$ cat src/rtl/alu_req_scheduler_if.sv
// Request/response bundle between two ALU requesters, a result consumer and the scheduler.
// master = requester/consumer side, slave = scheduler side.
interface alu_req_scheduler_if #(
  parameter int W = 8
);
  logic         req0_valid;
  logic         req0_ready;
  logic [W-1:0] req0_a;
  logic [W-1:0] req0_b;
  logic [3:0]   req0_op;
  logic         req0_acc;

  logic         req1_valid;
  logic         req1_ready;
  logic [W-1:0] req1_a;
  logic [W-1:0] req1_b;
  logic [3:0]   req1_op;
  logic         req1_acc;

  logic         rsp_valid;
  logic         rsp_ready;
  logic [W-1:0] rsp_data;
  logic         rsp_id;
  logic         rsp_err;

  modport master (
    output req0_valid, req0_a, req0_b, req0_op, req0_acc,
    input  req0_ready,
    output req1_valid, req1_a, req1_b, req1_op, req1_acc,
    input  req1_ready,
    input  rsp_valid, rsp_data, rsp_id, rsp_err,
    output rsp_ready
  );

  modport slave (
    input  req0_valid, req0_a, req0_b, req0_op, req0_acc,
    output req0_ready,
    input  req1_valid, req1_a, req1_b, req1_op, req1_acc,
    output req1_ready,
    output rsp_valid, rsp_data, rsp_id, rsp_err,
    input  rsp_ready
  );
endinterface

$ cat src/rtl/alu_req_scheduler.sv
// Round-robin sharing of one combinational 8-bit ALU between two requesters,
// with a registered valid/ready response and a per-requester accumulator.
module alu_req_scheduler #(
  parameter int W      = 8,
  parameter int OP_MAX = 8
) (
  input  logic               clk,
  input  logic               rst_n,
  alu_req_scheduler_if.slave bus,
  output logic [W-1:0]       alu_opA,
  output logic [W-1:0]       alu_opB,
  output logic [3:0]         alu_opS,
  input  logic [W-1:0]       alu_result
);
  typedef enum logic [1:0] {IDLE, EXEC, RESP} state_t;

  localparam logic [3:0] OP_MAX_L = 4'(OP_MAX);

  state_t       state_reg;
  state_t       state_next;

  logic [1:0]   req_valid;
  logic [1:0]   req_acc;
  logic [1:0]   req_ready;
  logic [W-1:0] req_a   [2];
  logic [W-1:0] req_b   [2];
  logic [3:0]   req_op  [2];
  logic [W-1:0] acc_cur [2];

  logic         ptr_reg;
  logic         grant;
  logic         accept;
  logic         rsp_done;
  logic         illegal;

  logic [W-1:0] a_reg;
  logic [W-1:0] b_reg;
  logic [3:0]   op_reg;
  logic         id_reg;

  logic         rsp_valid_reg;
  logic [W-1:0] rsp_data_reg;
  logic         rsp_id_reg;
  logic         rsp_err_reg;

  assign req_valid = {bus.req1_valid, bus.req0_valid};
  assign req_acc   = {bus.req1_acc, bus.req0_acc};
  assign req_a[0]  = bus.req0_a;
  assign req_a[1]  = bus.req1_a;
  assign req_b[0]  = bus.req0_b;
  assign req_b[1]  = bus.req1_b;
  assign req_op[0] = bus.req0_op;
  assign req_op[1] = bus.req1_op;

  // A lone requester always wins; on a tie the pointer decides.
  always_comb begin
    grant = ptr_reg;
    if (req_valid == 2'b01) begin
      grant = 1'b0;
    end else if (req_valid == 2'b10) begin
      grant = 1'b1;
    end
  end

  assign accept   = (state_reg == IDLE) && (|req_valid);
  assign rsp_done = (state_reg == RESP) && bus.rsp_ready;
  assign illegal  = op_reg > OP_MAX_L;

  for (genvar gi = 0; gi < 2; gi++) begin : g_req
    logic [W-1:0] acc_reg;

    // Ready is gated by rst_n so it is low for the whole reset window.
    assign req_ready[gi] = rst_n && accept && (grant == 1'(gi));
    assign acc_cur[gi]   = acc_reg;

    always_ff @(posedge clk or negedge rst_n) begin
      if (!rst_n) begin
        acc_reg <= '0;
      end else if (rsp_done && !rsp_err_reg && (rsp_id_reg == 1'(gi))) begin
        acc_reg <= rsp_data_reg;
      end
    end
  end

  assign bus.req0_ready = req_ready[0];
  assign bus.req1_ready = req_ready[1];

  always_ff @(posedge clk or negedge rst_n) begin
    if (!rst_n) begin
      state_reg <= IDLE;
    end else begin
      state_reg <= state_next;
    end
  end

  always_comb begin
    state_next = state_reg;
    alu_opS    = 4'd0;
    unique case (state_reg)
      IDLE: begin
        if (accept) begin
          state_next = EXEC;
        end
      end
      EXEC: begin
        state_next = RESP;
        if (!illegal) begin
          alu_opS = op_reg;
        end
      end
      RESP: begin
        if (bus.rsp_ready) begin
          state_next = IDLE;
        end
      end
      default: state_next = IDLE;
    endcase
  end

  always_ff @(posedge clk or negedge rst_n) begin
    if (!rst_n) begin
      ptr_reg       <= 1'b0;
      a_reg         <= '0;
      b_reg         <= '0;
      op_reg        <= 4'd0;
      id_reg        <= 1'b0;
      rsp_valid_reg <= 1'b0;
      rsp_data_reg  <= '0;
      rsp_id_reg    <= 1'b0;
      rsp_err_reg   <= 1'b0;
    end else begin
      if (accept) begin
        ptr_reg <= ~grant;
        a_reg   <= req_acc[grant] ? acc_cur[grant] : req_a[grant];
        b_reg   <= req_b[grant];
        op_reg  <= req_op[grant];
        id_reg  <= grant;
      end
      if (state_reg == EXEC) begin
        rsp_valid_reg <= 1'b1;
        rsp_data_reg  <= illegal ? '0 : alu_result;
        rsp_id_reg    <= id_reg;
        rsp_err_reg   <= illegal;
      end
      if (rsp_done) begin
        rsp_valid_reg <= 1'b0;
      end
    end
  end

  assign alu_opA       = a_reg;
  assign alu_opB       = b_reg;
  assign bus.rsp_valid = rsp_valid_reg;
  assign bus.rsp_data  = rsp_data_reg;
  assign bus.rsp_id    = rsp_id_reg;
  assign bus.rsp_err   = rsp_err_reg;
endmodule

$ cat src/flat_wrapper.sv
// flat-port wrapper written by rule: the top's interface ports become plain ports
module alu_req_scheduler_flat 
#(
  parameter int W      = 8,
  parameter int OP_MAX = 8
)
  (clk, rst_n, alu_opA, alu_opB, alu_opS, alu_result, bus_req0_valid, bus_req0_a, bus_req0_b, bus_req0_op, bus_req0_acc, bus_req0_ready, bus_req1_valid, bus_req1_a, bus_req1_b, bus_req1_op, bus_req1_acc, bus_req1_ready, bus_rsp_valid, bus_rsp_data, bus_rsp_id, bus_rsp_err, bus_rsp_ready);
  alu_req_scheduler_if #(.W(W)) bus_i ();
  input  logic clk;
  input  logic rst_n;
  output logic [W-1:0] alu_opA;
  output logic [W-1:0] alu_opB;
  output logic [3:0] alu_opS;
  input  logic [W-1:0] alu_result;
  input wire logic [$bits(bus_i.req0_valid)-1:0] bus_req0_valid;
  input wire logic [$bits(bus_i.req0_a)-1:0] bus_req0_a;
  input wire logic [$bits(bus_i.req0_b)-1:0] bus_req0_b;
  input wire logic [$bits(bus_i.req0_op)-1:0] bus_req0_op;
  input wire logic [$bits(bus_i.req0_acc)-1:0] bus_req0_acc;
  output wire logic [$bits(bus_i.req0_ready)-1:0] bus_req0_ready;
  input wire logic [$bits(bus_i.req1_valid)-1:0] bus_req1_valid;
  input wire logic [$bits(bus_i.req1_a)-1:0] bus_req1_a;
  input wire logic [$bits(bus_i.req1_b)-1:0] bus_req1_b;
  input wire logic [$bits(bus_i.req1_op)-1:0] bus_req1_op;
  input wire logic [$bits(bus_i.req1_acc)-1:0] bus_req1_acc;
  output wire logic [$bits(bus_i.req1_ready)-1:0] bus_req1_ready;
  output wire logic [$bits(bus_i.rsp_valid)-1:0] bus_rsp_valid;
  output wire logic [$bits(bus_i.rsp_data)-1:0] bus_rsp_data;
  output wire logic [$bits(bus_i.rsp_id)-1:0] bus_rsp_id;
  output wire logic [$bits(bus_i.rsp_err)-1:0] bus_rsp_err;
  input wire logic [$bits(bus_i.rsp_ready)-1:0] bus_rsp_ready;
  assign bus_i.req0_valid = bus_req0_valid;
  assign bus_i.req0_a = bus_req0_a;
  assign bus_i.req0_b = bus_req0_b;
  assign bus_i.req0_op = bus_req0_op;
  assign bus_i.req0_acc = bus_req0_acc;
  assign bus_req0_ready = bus_i.req0_ready;
  assign bus_i.req1_valid = bus_req1_valid;
  assign bus_i.req1_a = bus_req1_a;
  assign bus_i.req1_b = bus_req1_b;
  assign bus_i.req1_op = bus_req1_op;
  assign bus_i.req1_acc = bus_req1_acc;
  assign bus_req1_ready = bus_i.req1_ready;
  assign bus_rsp_valid = bus_i.rsp_valid;
  assign bus_rsp_data = bus_i.rsp_data;
  assign bus_rsp_id = bus_i.rsp_id;
  assign bus_rsp_err = bus_i.rsp_err;
  assign bus_i.rsp_ready = bus_rsp_ready;
  alu_req_scheduler #(.W(W), .OP_MAX(OP_MAX)) u_core (.clk(clk), .rst_n(rst_n), .bus(bus_i), .alu_opA(alu_opA), .alu_opB(alu_opB), .alu_opS(alu_opS), .alu_result(alu_result));
endmodule
$ cat config.mk
export PLATFORM = sky130hd
export DESIGN_NAME = alu_req_scheduler_flat
export DESIGN_NICKNAME = d
export VERILOG_FILES = /design/src/rtl/alu_req_scheduler_if.sv /design/src/rtl/alu_req_scheduler.sv /design/src/flat_wrapper.sv
export SDC_FILE = /design/constraint.sdc
export NUM_CORES = 1
export LEC_CHECK = 0
export ABC_AREA = 1
export CORE_ASPECT_RATIO = 0.8
export CORE_UTILIZATION = 42
export DETAILED_ROUTE_END_ITERATION = 12
export HOLD_SLACK_MARGIN = 0.05
export PLACE_DENSITY = 0.86
export SYNTH_ARGS = -nofsm -noshare
export SYNTH_HDL_FRONTEND = slang
export SYNTH_SLANG_ARGS = --single-unit
export TNS_END_PERCENT = 10
$ cat constraint.sdc
create_clock -name clk -period 1.7 [get_ports clk]
set_input_delay 0.255 -clock clk [delete_from_list [all_inputs] [get_ports clk]]
set_output_delay 0.255 -clock clk [all_outputs]
set_load 0.05 [all_outputs]
==> summary.txt <==
largest net degree at the start of global routing -> 52
Post-synth EDFFs -> 0
worst hold slack -> 71.42 ps
CTS sink count -> 51
num ports -> 88
initial DRC count -> 127
Synth area leaders -> dfrtp_1 (51%), nand2_1 (18%), o21ai_2 (5.6%)
Max-Cap Viols -> 0
critical path type -> register to primary output
slowest stage delay, CP -> 390 ps
GRT overflow -> 0
Final Cycle Share -> 104.3%
WL/cell -> 13.39 um
Net count, final -> 464
Post-Route WL -> 6533 um
Chip Width -> 88.60 um
number of diodes -> 0
Util after Layout -> 64.66%
share of layout cells above drive strength 1 -> 24.39%
CP max-delay cell -> dfrtp_1
Peak VDD IR -> 1.630 mV
chip height -> 71.28 um
CP endpoint kind -> primary output
Largest register FFs -> 16
IO Port Bufs -> 87
Clock Path Buffers -> 2
Ys Warns -> 0
Final Skew -> 8.557 ps
via count -> 2381
synth cell count leaders -> nand2_1 (120), dfrtp_1 (51), o21ai_0 (26)
Syn Area/Cell -> 8.155 sq um
post-route ant nets -> 0
Die Area -> 6315 sq um
sequential share of the synthesized area -> 50.65%
Core Box Area -> 5615 sq um
Post-synth top flop -> dfrtp_1
1st-pass router iterations -> 4
CP Max Fanout -> 3
Placed Cells -> 478
Pwr Total -> 6.504 mW
failing checks -> negative setup slack
synthesized instance count -> 309
main combinational cell family by area after synthesis -> simple AND/OR/NAND/NOR gates
unrepaired setup endpoints after global routing -> true
cell family with most CP delay -> flip-flops
cell area after technology mapping -> 2520 sq um
TNS Setup -> -136.7 ps
mux cell area share after synthesis -> 0%
Initial Utilization -> 44.88%
pwr/cell area -> 1791 nW/um^2
Critical Path Source Type -> register
Placer Congestion -> 0.7775
clock root buffer -> clkbuf_8
Tmin final -> 1772 ps
worst hold path class -> input port to asynchronous set/reset pin
Synth top area share -> 50.65%
dpl hpwl -> 4766 um
final worst slack -> -72.48 ps
FP Rows -> 24
DRC errors left -> 0
cell taking the most area after synthesis -> dfrtp_1
vias per inst -> 4.879
synth unique cells -> 27
vias in the first global route -> 2232
WP buf/inv -> 3
htree depth -> 2
CP Data Arrival Time -> 1520 ps
number of synthesized register bits -> 51
Synthesized Nets -> 364
CTS tree -> built
Hold Fails Final Rpt -> 0
slew margin rel. -> 57.78%
Synth async-reset ratio -> 100.0%
cts bufs inserted -> 5
gr usage total -> 21.39%
final setup fails -> 4
Worst Path Required -> 1440 ps
post-synthesis adder-cell area fraction -> 0%
status -> complete, but fails checks
fmax -> 0.5642 GHz
first-pass GRT wire length -> 10300 um
most common cell in the netlist -> nand2_1
initial antenna violation count -> 0
CP Cell Sequence -> inv_2 > nand4_1 > a21oi_4 > inv_1 > nor2_2 > buf_12
Synth-to-Final Area Change -> 44.09%
compound-cell area share of the yosys netlist -> 13.85%
xor and xnor area share after synthesis -> 0%
Synth Area in Simple Gates -> 28.60%
Skew-Pair Late Insertion Delay -> 310 ps
Slew Limit Fails -> 0
worst-margin pin slew -> 633.3 ps
Clock transition at path regs -> 100 ps
leakage -> 1.771 nW
Cell Count, Final, Fillers Out -> 488
-- metal layers --
layer  vias to the layer above  global-route usage, %  wire length (um)
li1                       1187                      -                 -
met1                      1100                  30.73              3088
met2                        82                  32.74              2975
met5                         -                      0                 0
met3                        12                  3.341               353
met4                         0                  8.244               116
-- power by group --
group          switching (mW)  internal, mW
clock network           0.418         0.287
logic                    2.47          1.26
registers               0.339          1.74
total                    3.22          3.28
-- cells in the final DEF, fill, tap and decap left out, types with 4 or more instances in the layout --
cell type,count
inv_2,5
o21ai_1,5
nand2_2,5
dfrtp_1,49
nor2_2,4
clkdlybuf4s50_1,53
nand2_1,120
inv_1,18
buf_4,44
o21ai_2,16
nor2_1,13
clkbuf_8,5
o22ai_1,4
o21ai_0,26
nand3_1,18
buf_12,6
-- logic make-up (layout without fill, tap and decap cells) --
group	Yosys count	count (layout)
flops	51	51
simple gates	169	169
buf+inv	35	136
compound gates	54	54
-- repair_timing --
action / CTS / global route
hold buffers: 0 / 0
endpoints found under the setup margin: 6 / 4
buffers inserted: 0 / 2
pin swaps: 0 / 2
cloned: 0 / 0
resized for setup: 6 / 4
-- worst paths after layout --
check	startpoint	endpoint	slack, ps	cells past startpoint
max	u_core.op_reg[0]	alu_opS[1]	-70	6
min	rst_n	u_core.state_reg[0]	70	2
max reg2reg	u_core.ptr_reg	u_core.alu_opA[6]	260	10
min reg2reg	u_core.g_req[1].acc_reg[6]	u_core.g_req[1].acc_reg[6]	490	2
max in group asynchronous	rst_n	u_core.state_reg[1]	1180	2
min in group clk	alu_result[1]	u_core.bus.rsp_data[1]	490	3
-- worst reg2reg max path, stage by stage, from the launching register on --
cell and delay, ps:
dfrtp_1 410, inv_1 70, nand2_2 60, nand2_2 80, buf_4 230, nand2_1 70
nand2_1 190, nand2_1 80, nand2_1 70, nand2_1 50, nand2_1 60
-- final cells by class --
| type | instances | area, sq um |
|---|---|---|
| fillers | 476 | 1984 |
| flip-flops and latches | 51 | 1279 |
| multi-input cells | 223 | 1087 |
| repair buffers | 104 | 985.9 |
| well taps | 78 | 97.59 |
| inverters | 24 | 92.59 |
| clock buffers | 5 | 68.82 |
| clock inverters | 3 | 20.02 |
-- per-stage QoR --
stage	worst slack (ps)	area [sq um]
detailed placement	-74.35	3507
global placement	-15.42	3507
finish	-72.48	3631
global route	-156.6	3631
floorplan	-345.3	2520
CTS	-48.01	3613
No activity file was read; power rests on OpenSTA's default activity.
